[src/rtl/tilelink_slave_buffer.sv]
// tilelink_slave_buffer
//   Elastic buffer for one crossbar slave port.
//   A channel: DEPTH-entry FIFO (up_a_* -> dn_a_*). The ready is registered
//     and never looks at dn_a_ready, so a full FIFO never accepts a flit.
//   D channel: with TL_D_SLICE_EN defined, a 2-entry skid slice with
//     registered dn_d_ready/up_d_valid. Without it, the D channel is plain wires.
// Ports
//   tilelink_clock_i    clock
//   tilelink_reset_i    asynchronous active-low reset
//   up_a_*              A flit from the crossbar, up_a_ready back to it
//   dn_a_*              A flit to the slave, dn_a_ready from it
//   dn_d_*              D flit from the slave, dn_d_ready back to it
//   up_d_*              D flit to the crossbar, up_d_ready from it
//   a_count             A-FIFO occupancy (0..DEPTH)
// Configuration macro: TL_D_SLICE_EN
//
// D slice states
//   state   | meaning
//   D_EMPTY | no flit held; dn_d_ready=1, up_d_valid=0
//   D_ONE   | head holds a flit; dn_d_ready=1, up_d_valid=1
//   D_TWO   | head and skid full; dn_d_ready=0, up_d_valid=1
module tilelink_slave_buffer #(
  parameter int TL_DW = 32,
  parameter int TL_AW = 32,
  parameter int TL_SZ = 4,
  parameter int SRC_W = 5,
  parameter int DEPTH = 4
) (
  input  logic                   tilelink_clock_i,
  input  logic                   tilelink_reset_i,
  input  logic [2:0]             up_a_opcode,
  input  logic [2:0]             up_a_param,
  input  logic [TL_SZ-1:0]       up_a_size,
  input  logic [SRC_W-1:0]       up_a_source,
  input  logic [TL_AW-1:0]       up_a_address,
  input  logic [TL_DW/8-1:0]     up_a_mask,
  input  logic [TL_DW-1:0]       up_a_data,
  input  logic                   up_a_corrupt,
  input  logic                   up_a_valid,
  output logic                   up_a_ready,
  output logic [2:0]             dn_a_opcode,
  output logic [2:0]             dn_a_param,
  output logic [TL_SZ-1:0]       dn_a_size,
  output logic [SRC_W-1:0]       dn_a_source,
  output logic [TL_AW-1:0]       dn_a_address,
  output logic [TL_DW/8-1:0]     dn_a_mask,
  output logic [TL_DW-1:0]       dn_a_data,
  output logic                   dn_a_corrupt,
  output logic                   dn_a_valid,
  input  logic                   dn_a_ready,
  input  logic [2:0]             dn_d_opcode,
  input  logic [1:0]             dn_d_param,
  input  logic [TL_SZ-1:0]       dn_d_size,
  input  logic [SRC_W-1:0]       dn_d_source,
  input  logic                   dn_d_denied,
  input  logic [TL_DW-1:0]       dn_d_data,
  input  logic                   dn_d_corrupt,
  input  logic                   dn_d_valid,
  output logic                   dn_d_ready,
  output logic [2:0]             up_d_opcode,
  output logic [1:0]             up_d_param,
  output logic [TL_SZ-1:0]       up_d_size,
  output logic [SRC_W-1:0]       up_d_source,
  output logic                   up_d_denied,
  output logic [TL_DW-1:0]       up_d_data,
  output logic                   up_d_corrupt,
  output logic                   up_d_valid,
  input  logic                   up_d_ready,
  output logic [$clog2(DEPTH):0] a_count
);

  localparam int PW = $clog2(DEPTH);
  localparam int CW = PW + 1;
  localparam int AFW = 3 + 3 + TL_SZ + SRC_W + TL_AW + TL_DW/8 + TL_DW + 1;

  // ---------------- A channel FIFO ----------------
  logic [AFW-1:0] a_mem [DEPTH];
  logic [PW-1:0]  wr_ptr;
  logic [PW-1:0]  rd_ptr;
  logic [CW-1:0]  a_count_q;
  logic [CW-1:0]  a_count_next;
  logic           a_ready_q;
  logic           a_push;
  logic           a_pop;

  assign dn_a_valid = (a_count_q != '0);
  assign a_push     = up_a_valid & a_ready_q;
  assign a_pop      = dn_a_valid & dn_a_ready;
  assign up_a_ready = a_ready_q;
  assign a_count    = a_count_q;

  always_comb begin
    a_count_next = a_count_q;
    case ({a_push, a_pop})
      2'b10:   a_count_next = a_count_q + CW'(1);
      2'b01:   a_count_next = a_count_q - CW'(1);
      default: a_count_next = a_count_q;
    endcase
  end

  // Ready is precomputed from the next occupancy so it equals
  // (a_count != DEPTH) every cycle yet comes straight from a flop.
  always_ff @(posedge tilelink_clock_i or negedge tilelink_reset_i) begin
    if (!tilelink_reset_i) begin
      wr_ptr    <= '0;
      rd_ptr    <= '0;
      a_count_q <= '0;
      a_ready_q <= 1'b0;
    end else begin
      if (a_push) wr_ptr <= wr_ptr + PW'(1);
      if (a_pop)  rd_ptr <= rd_ptr + PW'(1);
      a_count_q <= a_count_next;
      a_ready_q <= (a_count_next != CW'(DEPTH));
    end
  end

  // Payload storage carries no reset.
  always_ff @(posedge tilelink_clock_i) begin
    if (a_push) begin
      a_mem[wr_ptr] <= {up_a_opcode, up_a_param, up_a_size, up_a_source,
                        up_a_address, up_a_mask, up_a_data, up_a_corrupt};
    end
  end

  assign {dn_a_opcode, dn_a_param, dn_a_size, dn_a_source,
          dn_a_address, dn_a_mask, dn_a_data, dn_a_corrupt} = a_mem[rd_ptr];

  // ---------------- D channel ----------------
`ifdef TL_D_SLICE_EN
  localparam int DFW = 3 + 2 + TL_SZ + SRC_W + 1 + TL_DW + 1;

  typedef enum logic [1:0] {D_EMPTY, D_ONE, D_TWO} d_state_e;

  d_state_e       d_state;
  logic [DFW-1:0] d_head;
  logic [DFW-1:0] d_skid;
  logic [DFW-1:0] d_in_flit;
  logic           d_rdy_q;
  logic           d_vld_q;
  logic           d_in;
  logic           d_out;

  assign d_in_flit  = {dn_d_opcode, dn_d_param, dn_d_size, dn_d_source,
                       dn_d_denied, dn_d_data, dn_d_corrupt};
  assign d_in       = dn_d_valid & d_rdy_q;
  assign d_out      = d_vld_q & up_d_ready;
  assign dn_d_ready = d_rdy_q;
  assign up_d_valid = d_vld_q;
  assign {up_d_opcode, up_d_param, up_d_size, up_d_source,
          up_d_denied, up_d_data, up_d_corrupt} = d_head;

  always_ff @(posedge tilelink_clock_i or negedge tilelink_reset_i) begin
    if (!tilelink_reset_i) begin
      d_state <= D_EMPTY;
      d_rdy_q <= 1'b0;
      d_vld_q <= 1'b0;
    end else begin
      case (d_state)
        D_EMPTY: begin
          d_rdy_q <= 1'b1;
          if (d_in) begin
            d_state <= D_ONE;
            d_vld_q <= 1'b1;
          end else begin
            d_vld_q <= 1'b0;
          end
        end
        D_ONE: begin
          if (d_in && !d_out) begin
            d_state <= D_TWO;
            d_rdy_q <= 1'b0;
            d_vld_q <= 1'b1;
          end else if (d_out && !d_in) begin
            d_state <= D_EMPTY;
            d_rdy_q <= 1'b1;
            d_vld_q <= 1'b0;
          end else begin
            d_rdy_q <= 1'b1;
            d_vld_q <= 1'b1;
          end
        end
        D_TWO: begin
          d_vld_q <= 1'b1;
          if (d_out) begin
            d_state <= D_ONE;
            d_rdy_q <= 1'b1;
          end else begin
            d_rdy_q <= 1'b0;
          end
        end
        default: begin
          d_state <= D_EMPTY;
          d_rdy_q <= 1'b1;
          d_vld_q <= 1'b0;
        end
      endcase
    end
  end

  // Head is always the oldest flit; skid only fills when head cannot drain.
  always_ff @(posedge tilelink_clock_i) begin
    case (d_state)
      D_EMPTY: if (d_in) d_head <= d_in_flit;
      D_ONE: begin
        if (d_in && d_out) d_head <= d_in_flit;
        else if (d_in)     d_skid <= d_in_flit;
      end
      D_TWO:   if (d_out) d_head <= d_skid;
      default: ;
    endcase
  end
`else
  assign up_d_opcode  = dn_d_opcode;
  assign up_d_param   = dn_d_param;
  assign up_d_size    = dn_d_size;
  assign up_d_source  = dn_d_source;
  assign up_d_denied  = dn_d_denied;
  assign up_d_data    = dn_d_data;
  assign up_d_corrupt = dn_d_corrupt;
  assign up_d_valid   = dn_d_valid;
  assign dn_d_ready   = up_d_ready;
`endif

endmodule
[config.mk]
export PLATFORM = sky130hd
export DESIGN_NAME = tilelink_slave_buffer
export DESIGN_NICKNAME = d
export VERILOG_FILES = /design/src/rtl/tilelink_slave_buffer.sv
export SDC_FILE = /design/constraint.sdc
export NUM_CORES = 1
export LEC_CHECK = 0
export CORE_MARGIN = 8
export CORE_UTILIZATION = 40
export DETAILED_ROUTE_END_ITERATION = 6
export PLACE_DENSITY_LB_ADDON = 0.1
export SKIP_CTS_REPAIR_TIMING = 1
export SLEW_MARGIN = 40
export SYNTH_ARGS = -nofsm -noshare
export SYNTH_HDL_FRONTEND = slang
export SYNTH_SLANG_ARGS = --single-unit
[constraint.sdc]
create_clock -name tilelink_clock_i -period 5.5 [get_ports tilelink_clock_i]
set_input_delay 0.825 -clock tilelink_clock_i [delete_from_list [all_inputs] [get_ports tilelink_clock_i]]
set_output_delay 0.825 -clock tilelink_clock_i [all_outputs]
set_load 0.05 [all_outputs]
Word level (Yosys, flattened, before mapping)
Memories as Yosys holds them, arrays and structs flattened.
Cells that the tools add are included.

storage, ports and cells
  register bits after elaboration = 8
  bits in writable memories = 336
  bits of input ports = 138
  output and inout bits = 139
  memories kept = 1

cells by class
  add/sub/neg operators = 4
  eq/ne operators = 3
  multiplexer cells = 3
  bitwise gates (word level) = 2
  reductions and logical operators = 1

memory list
  memory  words  bits a word  rd ports  clocked after Yosys merged registers in  write ports  line  RTL
  a_mem   4      84           1         0                                        1            77    logic [AFW-1:0] a_mem [DEPTH];

operators with widths
  kind                                                                   number
  3-bit one-hot mux with 2 select lines                                  1
  2-bit by 1-bit adder with 2-bit output, second input constant          2
  3-bit by 1-bit adder with 3-bit output, second input constant          1
  3-bit != test, second input constant                                   1
  3-bit nonzero test                                                     1
  3-bit by 1-bit subtractor with 3-bit output, second input constant     1
  1-bit bitwise AND                                                      2
  2-bit by 1-bit equality test with 1-bit output, second input constant  1
  2-bit equality test, second input constant                             1
  1-bit 2-to-1 mux                                                       2

Depth between registers and ports, before layout
  depth in word-level cells = 5
  depth in mapped cells = 7
  depth with buffers taken out = 7

Least setup slack after synthesis
Ideal clock, no wire load.

  path kind = input to register
  start point = input port up_a_valid
  end point = memory a_mem[0][0] in the netlist's numbering (enable)
  library setup time = 452 ps
  data arrival time = 2830 ps
  required time = 5048 ps
  setup slack = 2218 ps
  cell stages on the path = 1
  cells stage by stage = and3_1

on the way
  cells in the longest elaborated chain, start to end = 3

RTL lines
  item                                    line  RTL
  from (decl)                             39    input logic up_a_valid,
  1-bit bitwise AND                       87    assign a_push = up_a_valid & a_ready_q;
  1-bit 2-to-1 mux                        119   if (a_push) begin
  1-bit 2-to-1 mux (implied by the code)  120   a_mem[wr_ptr] <= {up_a_opcode, up_a_param, up_a_size, up_a_source,
  to (decl)                               77

No other way between the ends.

Worst setup path in the final report
  start point = register rd_ptr[0]
  end point = output port dn_a_mask[2]

on the way
  cells in the longest elaborated chain, start to end = 1

RTL lines
  item                    line  RTL
  from (decl)             79    logic [PW-1:0] rd_ptr;
  from (signal assigned)  111   if (a_pop) rd_ptr <= rd_ptr + PW'(1);
  memory read 4 x 84 bit  --
  to (decl)               46    output logic [TL_DW/8-1:0] dn_a_mask,

No other way between the ends.

==> results.toml <==
[sta]
max_freq_ghz = 0.251
maxSlewHeadroom_pct = 47.6
finalSetupViolCount = 0
finalCriticalPeriod_ns = 3.98
report.final.slew_viol_count = 0
grt_setup_unrepaired = "false"
tightestPinTransition_ns = 0.787
hold_slack_ns = 0.538
fin_tns_setup_ns = 0
hold_viol = 0
final_min_period_over_clock_period_pct = 72.4
final.setup_skew_ns = 0.0172

[cells_and_area]
instances_no_fill = 1161
register_area_sq_um = 10300
antenna-diode-count = 0
layout.filler_cells = 2595
layout-drive-gt1-share_pct = 22.4
final_core_utilization_pct = 50.0
nets = 835
multi_input_comb_area_sq_um = 2140
areaGrowthSynthToFinish_pct = 24.2

[cts]
clockBufferDepth = 3
numCtsBuffers = 38
insertion_delay_ns = 0.52
cts_num_sinks = 344
root_buffer_cell = "clkbuf_16"
cts_max_level = 2
worst_setup_hold_path_clk_slew_ns = 0.06
cts_tree = "done"

[die]
floorplan.initialDensity_pct = 40.2
die_h_microns = 196
floorplan.die_area_sq_um = 38500
core_sq_um = 32300
rows = 66
dieWidth_microns = 196
boundaryPins = 277

[route]
drt_first_pass_iters = 4
wl_per_cell_microns = 22.9
route.vias.total = 5722
drc = 0
detail_route.vias_per_cell = 4.93
antenna_violating_nets_post_route = 0
drt_iter0_markers = 269
postRouteWirelength_mm = 26.6

[min_path]
min-delay-path-class = "reg -> reg"

[outcome]
outcome = "finished clean"

[flow_run]
max-cap-violations = 0

[yosys]
synthesis.instances = 530
ys_seq_area_share_pct = 79.2
netlist_area_sq_um = 13000
postSynthAreaPerCell_sq_um = 24.5
yosys.cell_types.count = 24
syn_nets = 674
synth_warnings = 0
ys_ff_latch = 344

[placement]
dp_hpwl_mm = 16.8
placedCellCount = 1093
count_of_input_and_output_buffers = 176
place.gp.congestion = 0.687

[worst_setup_path]
cp.arrival_ns = 3.16
critPathRequiredTime_ns = 4.68
critPathCaptureType = "primary output"
worst_setup_path_start_kind = "flip-flop"
crit_path_max_fanout = 26
path_class = "reg -> out"

[global_route]
global_route.usage.met3_pct = 4.87
gr-usage-all-layers_pct = 13.9
grt_antenna_before_repair = 1
global_route.overflow_total = 0
vias_in_the_first_global_route = 6557
pin_count_of_the_biggest_net_entering_global_routing = 47
use_met2_pct = 24.3
grt_pass1_wl_mm = 40.1
global_routing_s_busiest_layer = "met2"
grt_use_met1_pct = 15.9

[power_and_ir_drop]
pwr_density_cell_nw_per_um2 = 624
peakVddDrop_v = 0.000412
total_leakage_power_nw = 5.20
## metrics by stage
| step | power [mW] | cell area, sq um | setup slack (ns) |
|---|---|---|---|
| after floorplan | 6.63 | 13000 | 2.22 |
| after global placement | 7.79 | 14900 | 1.98 |
| after detailed placement | 7.87 | 15000 | 1.96 |
| after CTS | 10.3 | 16100 | 1.38 |
| after global routing | 10.5 | 16100 | 1.29 |
| final | 10.1 | 16100 | 1.52 |
## flip-flops by register name, summed over array words and instances, names as in the netlist
register / cells
wr_ptr: 2
a_mem: 336
up_a_ready: 1
a_count: 3
rd_ptr: 2
## Yosys cell counts
cell | instances | area [sq um]
buf_1 | 3 | 11.3
or2_2 | 1 | 6.26
nor3_1 | 1 | 5.00
ha_1 | 5 | 62.6
or3_1 | 1 | 6.26
buf_12 | 5 | 100
inv_1 | 5 | 18.8
and3_1 | 4 | 25.0
xnor2_1 | 3 | 26.3
mux2_2 | 1 | 11.3
nand2_1 | 3 | 11.3
o31a_1 | 1 | 8.76
fa_1 | 1 | 20.0
mux4_2 | 84 | 1890
buf_6 | 1 | 11.3
edfxtp_1 | 336 | 10100
buf_2 | 6 | 30.0
o21a_1 | 1 | 7.51
o21ai_0 | 2 | 10.0
xor2_1 | 2 | 17.5
nor3b_1 | 1 | 7.51
dfrtp_1 | 8 | 200
buf_4 | 54 | 405
nor2_1 | 1 | 3.75
## kinds of logic (layout without fill, tap and decap cells)
logic type | count (synthesis) | after routing | synth area share, %
simple gates | 12 | 12 | 0.501
flops | 344 | 344 | 79.2
mux | 85 | 85 | 14.7
buf+inv | 74 | 263 | 4.44
fa+ha+maj | 6 | 6 | 0.636
xor+xnor | 5 | 5 | 0.337
compound gates | 4 | 4 | 0.202
## critical path, cell delays in order, from the launching register on
cell             delay, ns
dfrtp_4               0.72
buf_4                 0.55
mux4_2                0.60
clkdlybuf4s50_1       0.73
## layout make-up
type                       count  area share [%]
tap                          442            3.43
clock inverter                28            1.40
sequential                   344            63.8
inverter                       5           0.116
multi-input combinational    112            13.3
clock buffer                  40            5.94
timing repair buffer         190            12.0
## power breakdown
part | internal, mW | switching (mW)
Sequential | 3.43 | 0.240
Clock | 1.41 | 0.955
Combinational | 1.51 | 2.52
## placed cells by master, fill, tap and decap left out, types with 2 or more instances in the layout
cell type,synthesis,routed
clkinv_1,0,11
clkinv_2,0,9
buf_12,5,6
dfrtp_1,8,6
clkbuf_1,0,2
dfrtp_4,0,2
clkdlybuf4s50_1,0,176
xnor2_1,3,3
edfxtp_1,336,336
xor2_1,2,2
ha_1,5,5
inv_6,0,2
inv_1,5,5
buf_4,54,8
bufinv_16,0,3
clkbuf_16,0,38
and3_4,0,4
mux4_2,84,84
nand2_1,3,3
o21ai_0,2,2
## per-layer routing
metal  vias up  wire (microns)
met5         -               9
met4         2             502
met3        46            2090
met2       201           13800
met1      2981           10200
li1       2492               -
## final timing paths
check | end | cells past startpoint | from | slack, ns
max in group asynchronous | rd_ptr[1]$_DFFE_PN0P_ | 1 | tilelink_reset_i | 4.58
min in group asynchronous | rd_ptr[0]$_DFFE_PN0P_ | 1 | tilelink_reset_i | 0.59
hold / removal | wr_ptr[0]$_DFFE_PN0P_ | 1 | wr_ptr[0]$_DFFE_PN0P_ | 0.54
hold reg to reg | wr_ptr[0]$_DFFE_PN0P_ | 1 | wr_ptr[0]$_DFFE_PN0P_ | 0.54
setup reg to reg | a_mem[0][62]$_DFFE_PP_ | 6 | wr_ptr[0]$_DFFE_PN0P_ | 3.23
setup / recovery | dn_a_mask[2] | 3 | rd_ptr[0]$_DFFE_PN0P_ | 1.52
(Power assumes the default switching activity.)
==> variant (config.mk and constraints unchanged) <==
Change the parameter `SRC_W` from 5 to 10.
--- a/src/rtl/tilelink_slave_buffer.sv
+++ b/src/rtl/tilelink_slave_buffer.sv
@@ -23,7 +23,7 @@
   parameter int TL_DW = 32,
   parameter int TL_AW = 32,
   parameter int TL_SZ = 4,
-  parameter int SRC_W = 5,
+  parameter int SRC_W = 10,
   parameter int DEPTH = 4
 ) (
   input  logic                   tilelink_clock_i,
Ports: changed (resized dn_a_source, dn_d_source, up_a_source and up_d_source); port bits go from 277 to 297. No check against the original RTL was run, so the function may have changed too.
==> variant against the unedited design <==
  * Power grew 5.7%
  * Synthesized area is 6.2% higher
  * Clock skew shrank 0.0041 ns
  * Final area is 5.0% higher
  * Sequential share of layout area is 0.48 points higher
  * Sequential cell count up 20
  * Worst setup slack lost 0.0060 ns
  * Wire length is 6.9% higher
  * Critical endpoint is now dn_a_opcode[0]
  * Largest cell class unchanged
==> variant: results (changes against the unedited design) <==
- Async SR Flop Fraction: 0.0220 (was 0.0233)
- Met1 usage: 0.175 (was 0.159)
* Post-synthesis share of cell area spent on xor and xnor gates: 0.00317 (was 0.00337)
* Adder-cell share of the synthesized area: 0.00599 (was 0.00636)
- The number of antenna violations at the first check in global routing came to 3 (was 1).
- The wire length of the first global-routing pass came to 43200 µm (was 40100 µm).
- The mux share of post-synthesis cell area came to 0.146 (was 0.147).
* Worst IR drop on VDD: 0.437 mV (was 0.412 mV)
- Fraction of layout instances using a drive strength above 1: 0.210 (was 0.224)
- Layout fillers: 2761 (was 2595)
- Total power density per cell area: 627 nW/µm² (was 624 nW/µm²)
* Count of port buffers added during placement: 186 (was 176)
- Number of flops mapped to enable cells by yosys: 356 (was 336)
- The weighted congestion reported at the end of routability-driven placement was 0.692 (was 0.687).
- GR Layer Usage met2: 0.227 (was 0.243)
* First DRT Iteration DRCs: 250 (was 269)
- LEAKAGE: 5.44 nW (was 5.20 nW)
* Cell count after placement: 1139 (was 1093)
- Run status: finished, final reports clean (unchanged).
- The post-placement cell area came to 15700 µm² (was 15000 µm²).
* Number of vias per cell: 5.04 (was 4.93)
- The via count of the first global-routing pass is 6827 (was 6557).
- Nets in the synthesized netlist: 715 (was 674)
* Max reg flops: 356 (was 336)
- The post-synthesis sequential area ratio was 0.789 (was 0.792).
- Min setup slack post-route: 1.51 ns (was 1.52 ns)
* Area occupied by multi-input gates: 2250 µm² (was 2140 µm²)
- The number of standard cells in the layout, taps in and fillers out came to 1209 (was 1161).
- Combinational cell fraction of total power: 0.397 (was 0.401)
- Setup Skew: 0.0131 ns (was 0.0172 ns)
- The gate count of the mapped netlist is 561 (was 530).
- The number of nets at the end of the flow was 879 (was 835).
- The last element of the critical path is dn_a_opcode[0] (was dn_a_mask[2]).
- Largest net degree at the start of global routing: 52 (was 47)
- HPWL after DPL: 17600 µm (was 16800 µm)
- CTS buffer count: 39 (was 38)
- Seq power: 3.87 mW (was 3.67 mW)
- Worst slew pin tran: 0.795 ns (was 0.787 ns)
- The worst reg-to-reg setup slack was 3.29 ns (was 3.23 ns).
- The net switching share of the total power is 0.367 (was 0.369).
* Met3 wirelength from detailed routing: 1840 µm (was 2090 µm)
## variant: cell types whose count changed after synthesis
| cell | before | now |
|---|---|---|
| sky130_fd_sc_hd__edfxtp_1 | 336 | 356 |
| sky130_fd_sc_hd__mux4_2 | 84 | 89 |
| sky130_fd_sc_hd__buf_2 | 6 | 9 |
| sky130_fd_sc_hd__buf_4 | 54 | 55 |
| sky130_fd_sc_hd__buf_12 | 5 | 9 |
| sky130_fd_sc_hd__clkbuf_1 | 0 | 1 |
| sky130_fd_sc_hd__buf_1 | 3 | 0 |
## variant: logic make-up after synthesis
logic type      count (synthesis)
flops                         364
mux                            90
buf+inv                        80
simple gates                   12
fa+ha+maj                       6
xor+xnor                        5
compound gates                  4
## variant: worst min path at each step
stage	end	from	slack, ns	depth (start not counted)
3_3_place_gp	wr_ptr[0]$_DFFE_PN0P_	wr_ptr[0]$_DFFE_PN0P_	0.51	1
5_1_grt	wr_ptr[0]$_DFFE_PN0P_	wr_ptr[0]$_DFFE_PN0P_	0.58	1
6_report	wr_ptr[0]$_DFFE_PN0P_	wr_ptr[0]$_DFFE_PN0P_	0.54	1
3_5_place_dp	wr_ptr[0]$_DFFE_PN0P_	wr_ptr[0]$_DFFE_PN0P_	0.53	1
4_1_cts	wr_ptr[0]$_DFFE_PN0P_	wr_ptr[0]$_DFFE_PN0P_	0.54	1
2_1_floorplan	wr_ptr[0]$_DFFE_PN0P_	wr_ptr[0]$_DFFE_PN0P_	0.50	1
## variant: area by class of cell
class | instances | area share
repair buffers | 198 | 0.116
clock buffers | 51 | 0.0627
well taps | 455 | 0.0336
flip-flops and latches | 364 | 0.643
multi-input cells | 117 | 0.133
inverters | 5 | 0.00111
clock inverters | 19 | 0.0109
